==> src/rtl/tt_pwm_pkg.sv <==
`default_nettype none
// ============================================================================
// Module      : tt_pwm_pkg
// Description : Shared constants and enums for the PWM bank. Holds the
//               register address map, the counting-mode enum and the
//               center-mode counter FSM state enum.
// Revision    : 1.0 - initial release
// ============================================================================
package tt_pwm_pkg;

  // Register address map (DUTY shadows occupy 0..7)
  localparam logic [3:0] ADDR_DUTY0    = 4'd0;
  localparam logic [3:0] ADDR_ENABLE   = 4'd8;
  localparam logic [3:0] ADDR_PRESCALE = 4'd9;
  localparam logic [3:0] ADDR_TOP      = 4'd10;
  localparam logic [3:0] ADDR_CTRL     = 4'd11;

  // Counting mode
  typedef enum logic {
    EDGE   = 1'b0,
    CENTER = 1'b1
  } mode_e;

  // Center-mode counter direction
  typedef enum logic {
    UP   = 1'b0,
    DOWN = 1'b1
  } state_e;

endpackage
`default_nettype wire

==> src/rtl/tt_pwm_sync.sv <==
`default_nettype none
// ============================================================================
// Module      : tt_pwm_sync
// Description : Two-flop synchronizer for an asynchronous strobe followed by
//               a rising-edge detector. rise_o is high for exactly one clk
//               cycle per strobe assertion.
// Revision    : 1.0 - initial release
// ============================================================================
module tt_pwm_sync (
  input  logic clk_i,
  input  logic rst_ni,
  input  logic async_i,
  output logic rise_o
);

  logic meta_q;
  logic sync_q;
  logic prev_q;

  // Synchronizer chain plus one delayed copy for edge detection
  always_ff @(posedge clk_i or negedge rst_ni) begin
    if (!rst_ni) begin
      meta_q <= 1'b0;
      sync_q <= 1'b0;
      prev_q <= 1'b0;
    end else begin
      meta_q <= async_i;
      sync_q <= meta_q;
      prev_q <= sync_q;
    end
  end

  assign rise_o = sync_q & ~prev_q;

endmodule
`default_nettype wire

==> src/rtl/tt_um_pwm_bank.sv <==
`default_nettype none
// ============================================================================
// Module      : tt_um_pwm_bank
// Description : Bank of NCH PWM channels sharing one prescaler and one
//               edge/center-aligned counter. Duty, TOP and mode are
//               double-buffered and swap in at period boundaries; enable
//               mask and polarity act immediately. Registers are written
//               through an asynchronous strobe on ui_in[7].
// Revision    : 1.0 - initial release
// ============================================================================
module tt_um_pwm_bank
  import tt_pwm_pkg::*;
#(
  parameter int NCH   = 8,
  parameter int WIDTH = 8
) (
  input  logic [7:0] ui_in,
  output logic [7:0] uo_out,
  input  logic [7:0] uio_in,
  output logic [7:0] uio_out,
  output logic [7:0] uio_oe,
  input  logic       ena,
  input  logic       clk,
  input  logic       rst_n,
  input  logic       VGND,
  input  logic       VDPWR,
  inout  wire  [7:0] ua
);

  logic                       wr_stb;
  logic [3:0]                 addr;
  logic [WIDTH-1:0]           wdata;

  logic [NCH-1:0][WIDTH-1:0]  duty_sh_q;
  logic [NCH-1:0][WIDTH-1:0]  duty_act_q;
  logic [NCH-1:0]             enable_q;
  logic [WIDTH-1:0]           prescale_q;
  logic [WIDTH-1:0]           top_sh_q;
  logic [WIDTH-1:0]           top_act_q;
  logic [1:0]                 ctrl_q;
  mode_e                      mode_act_q;

  logic [WIDTH-1:0]           psc_q;
  logic                       tick;
  logic [WIDTH-1:0]           cnt_q;
  logic [WIDTH-1:0]           cnt_d;
  state_e                     state_q;
  state_e                     state_d;
  logic                       boundary;

  logic [NCH-1:0]             out_d;
  logic [NCH-1:0]             out_q;

  logic                       unused_ok;

  tt_pwm_sync u_sync (
    .clk_i   (clk),
    .rst_ni  (rst_n),
    .async_i (ui_in[7]),
    .rise_o  (wr_stb)
  );

  assign addr  = ui_in[3:0];
  assign wdata = uio_in[WIDTH-1:0];

  // Register file: shadows, enable mask, prescale and control
  always_ff @(posedge clk or negedge rst_n) begin
    if (!rst_n) begin
      duty_sh_q  <= '0;
      enable_q   <= '0;
      prescale_q <= '0;
      top_sh_q   <= '1;
      ctrl_q     <= 2'b00;
    end else if (wr_stb) begin
      for (int i = 0; i < NCH; i++) begin
        if (addr == 4'(i)) duty_sh_q[i] <= wdata;
      end
      case (addr)
        ADDR_ENABLE:   enable_q   <= uio_in[NCH-1:0];
        ADDR_PRESCALE: prescale_q <= wdata;
        ADDR_TOP:      top_sh_q   <= wdata;
        ADDR_CTRL:     ctrl_q     <= uio_in[1:0];
        default:       ;
      endcase
    end
  end

  // A tick is the prescaler's terminal count; frozen while ena is low
  assign tick = ena && (psc_q == prescale_q);

  // Prescaler, restarted on every PRESCALE write so a new ratio starts clean
  always_ff @(posedge clk or negedge rst_n) begin
    if (!rst_n) begin
      psc_q <= '0;
    end else if (wr_stb && (addr == ADDR_PRESCALE)) begin
      psc_q <= '0;
    end else if (tick) begin
      psc_q <= '0;
    end else if (ena) begin
      psc_q <= psc_q + WIDTH'(1);
    end
  end

  // Counter next state: edge wraps at TOP, center runs UP then DOWN
  always_comb begin
    cnt_d    = cnt_q;
    state_d  = state_q;
    boundary = 1'b0;
    if (tick) begin
      if (top_act_q == '0) begin
        cnt_d    = '0;
        boundary = 1'b1;
      end else if (mode_act_q == EDGE) begin
        if (cnt_q >= top_act_q) begin
          cnt_d    = '0;
          boundary = 1'b1;
        end else begin
          cnt_d = cnt_q + WIDTH'(1);
        end
      end else begin
        case (state_q)
          UP: begin
            if (cnt_q >= top_act_q) begin
              cnt_d   = cnt_q - WIDTH'(1);
              state_d = DOWN;
            end else begin
              cnt_d = cnt_q + WIDTH'(1);
              if (cnt_q == top_act_q - WIDTH'(1)) state_d = DOWN;
            end
          end
          DOWN: begin
            if (cnt_q <= WIDTH'(1)) begin
              cnt_d    = '0;
              boundary = 1'b1;
            end else begin
              cnt_d = cnt_q - WIDTH'(1);
            end
          end
          default: ;
        endcase
      end
      // Every period starts counting upward
      if (boundary) state_d = UP;
    end
  end

  // Counter/FSM state and boundary transfer of shadows into active copies
  always_ff @(posedge clk or negedge rst_n) begin
    if (!rst_n) begin
      cnt_q      <= '0;
      state_q    <= UP;
      top_act_q  <= '1;
      mode_act_q <= EDGE;
      duty_act_q <= '0;
    end else begin
      cnt_q   <= cnt_d;
      state_q <= state_d;
      if (boundary) begin
        top_act_q  <= top_sh_q;
        mode_act_q <= mode_e'(ctrl_q[0]);
        duty_act_q <= duty_sh_q;
      end
    end
  end

  // Per-channel compare, enable gating and polarity
  for (genvar gi = 0; gi < NCH; gi++) begin : g_ch
    assign out_d[gi] = ((cnt_q < duty_act_q[gi]) & enable_q[gi]) ^ ctrl_q[1];
  end

  // Output register; holds its value while ena is low
  always_ff @(posedge clk or negedge rst_n) begin
    if (!rst_n) begin
      out_q <= '0;
    end else if (ena) begin
      out_q <= out_d;
    end
  end

  // Drive unused channel bits low
  always_comb begin
    uo_out          = 8'h00;
    uo_out[NCH-1:0] = out_q;
  end

  assign uio_out = 8'h00;
  assign uio_oe  = 8'h00;

  // Pins with no logic function
  assign unused_ok = &{1'b0, VGND, VDPWR, ui_in, uio_in, ua};

endmodule
`default_nettype wire
==> config.mk <==
export PLATFORM = sky130hd
export DESIGN_NAME = tt_um_pwm_bank
export DESIGN_NICKNAME = d
export VERILOG_FILES = /design/src/rtl/tt_pwm_pkg.sv /design/src/rtl/tt_pwm_sync.sv /design/src/rtl/tt_um_pwm_bank.sv
export SDC_FILE = /design/constraint.sdc
export NUM_CORES = 1
export LEC_CHECK = 0
export CORE_MARGIN = 1.5
export CORE_UTILIZATION = 57
export CTS_BUF_LIST = sky130_fd_sc_hd__clkbuf_8
export DETAILED_ROUTE_END_ITERATION = 12
export GPL_ROUTABILITY_DRIVEN = 0
export PLACE_DENSITY = 0.81
export SKIP_CTS_REPAIR_TIMING = 1
export SLEW_MARGIN = 20
export SYNTH_ARGS = -nofsm -noshare
export SYNTH_HDL_FRONTEND = slang
export SYNTH_HIERARCHICAL = 1
export SYNTH_SLANG_ARGS = --single-unit
==> constraint.sdc <==
create_clock -name clk -period 2.9 [get_ports clk]
set_clock_uncertainty 0.2 [all_clocks]
set_input_delay 0.29 -clock clk [delete_from_list [all_inputs] [get_ports clk]]
set_output_delay 0.29 -clock clk [all_outputs]
set_load 0.005 [all_outputs]
==> results.json, run 1 <==
{
  "status": "finished, final reports clean",
  "ys_seq_area_share_pct": 46.76,
  "n_antenna_cell": 0,
  "peakVddDrop_v": 0.0004938,
  "synth_flop_cell": "dfrtp_1",
  "drt_iter0_markers": 383,
  "untimed_endpoints": 8,
  "drive_gt1_share_pct": 27.62,
  "clk_pin_slew_ns": 0.09,
  "grt_max_degree": 86,
  "core.rowCount": 48,
  "syn_to_final_growth_pct": 10.12,
  "grt_pass1_wl_um": 35250,
  "leakage_nw": 5.476,
  "avgSynthCellArea_um2": 12.19,
  "slew_viol_final": 0,
  "cp.arrival_ns": 2.97,
  "crit_type": "reg2reg",
  "finalHoldViolations": 0,
  "syn_inst": 842,
  "hold_class": "in2reg",
  "core_mm2": 0.01742,
  "layout_setup_ws_ns": 0.08531,
  "grt_pass1_vias": 6669,
  "regArea_mm2": 0.004800,
  "dieArea_mm2": 0.01882,
  "setup_viol": 0,
  "cts_buffers": 17,
  "worst_pin_slew_ns": 0.8246,
  "num_io_pins": 53,
  "fillCellCount": 1267,
  "slew-limit-headroom_pct": 44.86,
  "cap_violations": 0,
  "drtPass1Iterations": 4,
  "min_from": "ui_in[7]",
  "ys_seq_elements": 191,
  "endpoint_kind": "flop",
  "initial_core_util_pct": 58.94,
  "rsz0062_at_grt": "false",
  "synth_area_mm2": 0.01026,
  "max_freq_mhz": 355.3,
  "drtAntennaViolNets": 0,
  "fin_nets": 972,
  "ys_async_sr_fraction_pct": 100.0,
  "cts_root_buffer": "clkbuf_8",
  "tritoncts": "yes",
  "cts_num_sinks": 191,
  "insertion_delay_ns": 0.47,
  "timing.rr.start": "top_act_q[6]",
  "vias": 6560,
  "yosysUniqueCellTypes": 59,
  "drcViolationCount": 0,
  "die_h_um": 137.2,
  "yosysWarningCount": 6,
  "powerDensity_mw_per_mm2": 1065,
  "startpoint_type": "flop",
  "crit_start": "top_act_q[6]",
  "track_usage_pct": 25.24,
  "multiInputGateArea_mm2": 0.004976,
  "dp_hpwl_um": 14550,
  "place.port_buffers": 23,
  "grt_antenna_before_repair": 0,
  "place_ws_ns": 0.03687,
  "vias_per_cell": 5.899,
  "drt-wirelength-per-cell_um": 20.14,
  "critPathMaxFanout": 16,
  "synth-edff-count": 0,
  "setup_tns_ns": 0,
  "grt_overflow": 0,
  "clockBufferDepth": 2,
  "htree_levels": 4,
  "wirelength_um": 22400,
  "die_w_um": 137.2,
  "fin_crit_sh_pct": 97.06,
  "min_period_ns": 2.815,
  "critPathRequiredTime_ns": 3.06
}
-- metal layers --
layer | vias up | track usage (%) | wire (µm)
met5 | - | 0 | 0
met4 | 0 | 11.05 | 750
met3 | 46 | 4.084 | 891
met2 | 152 | 41.15 | 10750
met1 | 3368 | 33.55 | 10010
li1 | 2994 | - | -
-- registers in the layout, indices dropped and copies added, names as in the netlist --
| signal | count |
|---|---|
| duty_act_q | 64 |
| duty_sh_q | 64 |
| cnt_q | 8 |
| enable_q | 8 |
| prescale_q | 8 |
| psc_q | 8 |
| top_act_q | 8 |
| top_sh_q | 8 |
| uo_out | 8 |
| ctrl_q | 2 |
| mode_act_q | 1 |
| state_q | 1 |
| u_sync/meta_q | 1 |
| u_sync/prev_q | 1 |
| u_sync/sync_q | 1 |
-- logic make-up (layout without fill, tap and decap cells) --
family          count (synthesis)  after routing  synth area share, %
compound gates                116            116                7.765
xor+xnor                       26             26                2.218
fa+ha+maj                      69             69                8.411
buf+inv                       123            153                5.619
flops                         191            191                46.76
mux                           172            172                21.33
other cells                     1             16              0.03653
simple gates                  144            144                7.862
-- cell usage after synthesis, drive strengths merged, types with 4 or more instances --
cell | n | area [µm²]
a21oi | 33 | 165.2
o21ai | 18 | 90.08
dfstp | 16 | 420.4
o21a | 12 | 90.09
a21o | 12 | 98.84
nand3 | 21 | 105.1
mux2i | 8 | 80.08
o221ai | 4 | 35.03
nor4 | 4 | 40.04
dfrtp | 175 | 4379
nor3b | 5 | 37.54
nor3 | 10 | 55.05
xnor2 | 16 | 140.1
a221oi | 8 | 70.07
or3 | 6 | 37.54
a211o | 9 | 78.83
nor2 | 27 | 101.4
clkbuf | 27 | 101.4
nand2b | 24 | 150.1
buf | 26 | 212.7
inv | 70 | 262.8
nand4 | 5 | 31.28
ha | 69 | 863.3
nand2 | 20 | 82.58
mux2 | 164 | 2110
xor2 | 10 | 87.58
and3 | 10 | 62.56
-- metrics by stage --
| stage | std cells | cell area, µm² | utilization [%] | total power [mW] | hold slack (ns) |
|---|---|---|---|---|---|
| 2_1_floorplan | 857 | 10330 | - | 8.416 | -0.2056 |
| 3_3_place_gp | 1077 | 10790 | 61.96 | 9.750 | 0.1357 |
| 3_5_place_dp | 1077 | 10790 | 61.96 | 10.02 | 0.1394 |
| 4_1_cts | 1109 | 11210 | 64.39 | 11.94 | -0.3127 |
| 5_1_grt | 1112 | 11300 | 64.90 | 12.83 | 0.04839 |
| 6_report | 1112 | 11300 | 64.90 | 12.04 | 0.05301 |
-- worst max-delay path, stage by stage, from the launching register on --
cell and delay (ns):
dfstp_2 0.58, inv_1 0.08, ha_1 0.32, a21o_1 0.20, a211oi_1 0.29, o21ai_2 0.12, a21o_4 0.26, nand2_8 0.15
buf_12 0.20, mux2_4 0.32
-- layout make-up --
type                       count  share of cell area [%]
sequential                   191                   42.46
timing repair buffer          51                   4.959
inverter                      70                   2.325
clock inverter                13                   1.428
tap                          225                   2.491
clock buffer                  19                   2.313
multi-input combinational    543                   44.02
-- worst paths after layout --
path / to / slack (ns) / cells past startpoint
max: duty_act_q[52] / 0.09 / 9
min: u_sync/meta_q / 0.05 / 1
max reg2reg: duty_act_q[52] / 0.09 / 9
min reg2reg: u_sync/sync_q / 0.16 / 0
max in group asynchronous: psc_q[6] / 1.50 / 3
min in group asynchronous: duty_sh_q[39] / 0.24 / 2
-- power breakdown --
part           switching [mW]  internal [mW]
Sequential              0.650           3.60
Clock                   0.970          0.902
Combinational            2.91           3.00
Total                    4.53           7.51
-- placed cells by master (no fill, tap or decap), types with 18 or more instances in the layout --
cell	instances
clkbuf_8	20
mux2_4	70
mux2_2	91
a21oi_1	33
nand2b_1	24
nand2_1	19
dfrtp_1	175
buf_4	18
nor2_1	27
inv_1	70
ha_1	69
clkdlybuf4s50_1	22
nand3_1	21
No activity file was read; power rests on OpenSTA's default activity.
==> run 2, diff against run 1 <==
- GPL_ROUTABILITY_DRIVEN: 0 -> not set
==> results of run 2 <==
No change in the layout: final DEF, timing and power equal those of run 1.
==> run 3, diff against run 2 <==
- CELL_PAD_IN_SITES_DETAIL_PLACEMENT: not set -> 0
- CELL_PAD_IN_SITES_GLOBAL_PLACEMENT: not set -> 1
- CORE_UTILIZATION: 57 -> 46
- PLACE_DENSITY: 0.81 -> 0.8
==> results.json, run 3 (synthesis gave the netlist of run 1 again) <==
{
  "drt_iter0_markers": 425,
  "initial_core_util_pct": 46.89,
  "htree_levels": 4,
  "peakVddDrop_v": 0.0004596,
  "die_h_um": 152.4,
  "cts_buffers": 17,
  "syn_to_final_growth_pct": 10.99,
  "fin_util_pct": 52.05,
  "die_w_um": 152.4,
  "powerDensity_mw_per_mm2": 1033,
  "finalHoldViolations": 0,
  "fin_area_mm2": 0.01139,
  "holdWs_ns": 0.04660,
  "insertion_delay_ns": 0.48,
  "grt.busiest_layer": "met2",
  "grtUsageMet3_pct": 3.015,
  "largestRegisters": "duty_act_q (64), duty_sh_q (64)",
  "hold_class": "in2reg",
  "cap_violations": 0,
  "setup_tns_ns": 0,
  "dp_cells": 1139,
  "vias_per_cell": 5.457,
  "n_antenna_cell": 0,
  "drt-wirelength-per-cell_um": 18.80,
  "critPathMaxFanout": 9,
  "core.rowCount": 54,
  "min_period_ns": 2.798,
  "wirelength_um": 22080,
  "multiInputGateArea_mm2": 0.004991,
  "grt_pass1_vias": 6370,
  "use_met1_pct": 27.47,
  "grt_antenna_before_repair": 0,
  "vias": 6407,
  "drcViolationCount": 0,
  "grt_overflow": 0,
  "slew_viol_final": 0,
  "drive_gt1_share_pct": 28.75,
  "clockBufferDepth": 2,
  "worst_pin_slew_ns": 0.8139,
  "max_freq_mhz": 357.4,
  "final_common_cell": "dfrtp_1",
  "cts_num_sinks": 191,
  "core_mm2": 0.02189,
  "instances_no_fill": 1174,
  "place.port_buffers": 23,
  "grt_pass1_wl_um": 35270,
  "regArea_mm2": 0.004800,
  "fin_crit_sh_pct": 96.49,
  "place_congestion": 0.7746,
  "track_usage_pct": 19.64,
  "status": "finished, final reports clean",
  "cts_root_buffer": "clkbuf_8",
  "rsz0062_at_grt": "false",
  "cp.arrival_ns": 2.97,
  "drtPass1Iterations": 5,
  "endpoint_kind": "flop",
  "slew-limit-headroom_pct": 45.57,
  "fin_nets": 979,
  "met2_usage_pct": 31.83,
  "critPathRequiredTime_ns": 3.07,
  "fillCellCount": 1930,
  "crit_type": "reg2reg",
  "grt_max_degree": 78,
  "drtAntennaViolNets": 0,
  "dieArea_mm2": 0.02322,
  "startpoint_type": "flop",
  "clk_pin_slew_ns": 0.11,
  "placed_area_mm2": 0.01091,
  "tritoncts": "yes",
  "dp_hpwl_um": 14690,
  "num_io_pins": 53,
  "untimed_endpoints": 8,
  "layout_common_cells": "dfrtp_1 (175), mux2_2 (91), inv_1 (70), mux2_4 (70), ha_1 (69)",
  "leakage_nw": 5.495,
  "setup_viol": 0
}
## run 3: layout make-up
class	count	share of cell area, %
multi-input combinational	543	43.81
sequential	191	42.13
timing repair buffer	58	5.348
tap	280	3.075
inverter	70	2.306
clock buffer	17	2.054
clock inverter	15	1.285
## run 3: worst paths after layout
kind                               start              to  slack, ns  cells after the start
max                         top_act_q[0]  duty_act_q[25]       0.10                     11
min                             ui_in[7]   u_sync/meta_q       0.05                      1
max reg2reg                 top_act_q[0]  duty_act_q[25]       0.10                     11
min reg2reg                u_sync/meta_q   u_sync/sync_q       0.16                      0
max in group asynchronous          rst_n  duty_act_q[29]       1.54                      3
min in group asynchronous          rst_n   prescale_q[2]       0.21                      2
## run 3: power by group
| part | total [mW] | internal, mW | leakage [nW] | switching (mW) |
|---|---|---|---|---|
| clock | 1.71 | 0.641 | 0.194 | 1.07 |
| sequential | 4.21 | 3.60 | 2.46 | 0.606 |
| combinational | 5.86 | 3.05 | 2.84 | 2.81 |
| total | 11.8 | 7.29 | 5.50 | 4.48 |
## run 3: worst max-delay path, cell delays in order, from the launching register on
cell and delay, ns:
dfstp_2 0.39, buf_4 0.13, inv_1 0.05, ha_1 0.18
or3b_4 0.40, nor4b_2 0.22, buf_4 0.17, a21o_2 0.14
a21o_4 0.13, nand2_8 0.11, clkbuf_16 0.25, mux2_4 0.31
## run 3: through the flow
stage,total power [mW],worst slack [ns]
floorplan,8.416,0.04923
global placement,9.816,0.09959
detailed placement,9.976,0.07609
CTS,11.70,0.05111
global route,12.71,0.003150
finish,11.77,0.1019
## run 3: layer usage
layer	part of all wire (%)	wire [µm]	vias to the layer above
met3	2.9	631	23
met1	48	10610	3248
met2	48	10540	103
met4	1.3	295	0
li1	-	-	3033
met5	0	0	-
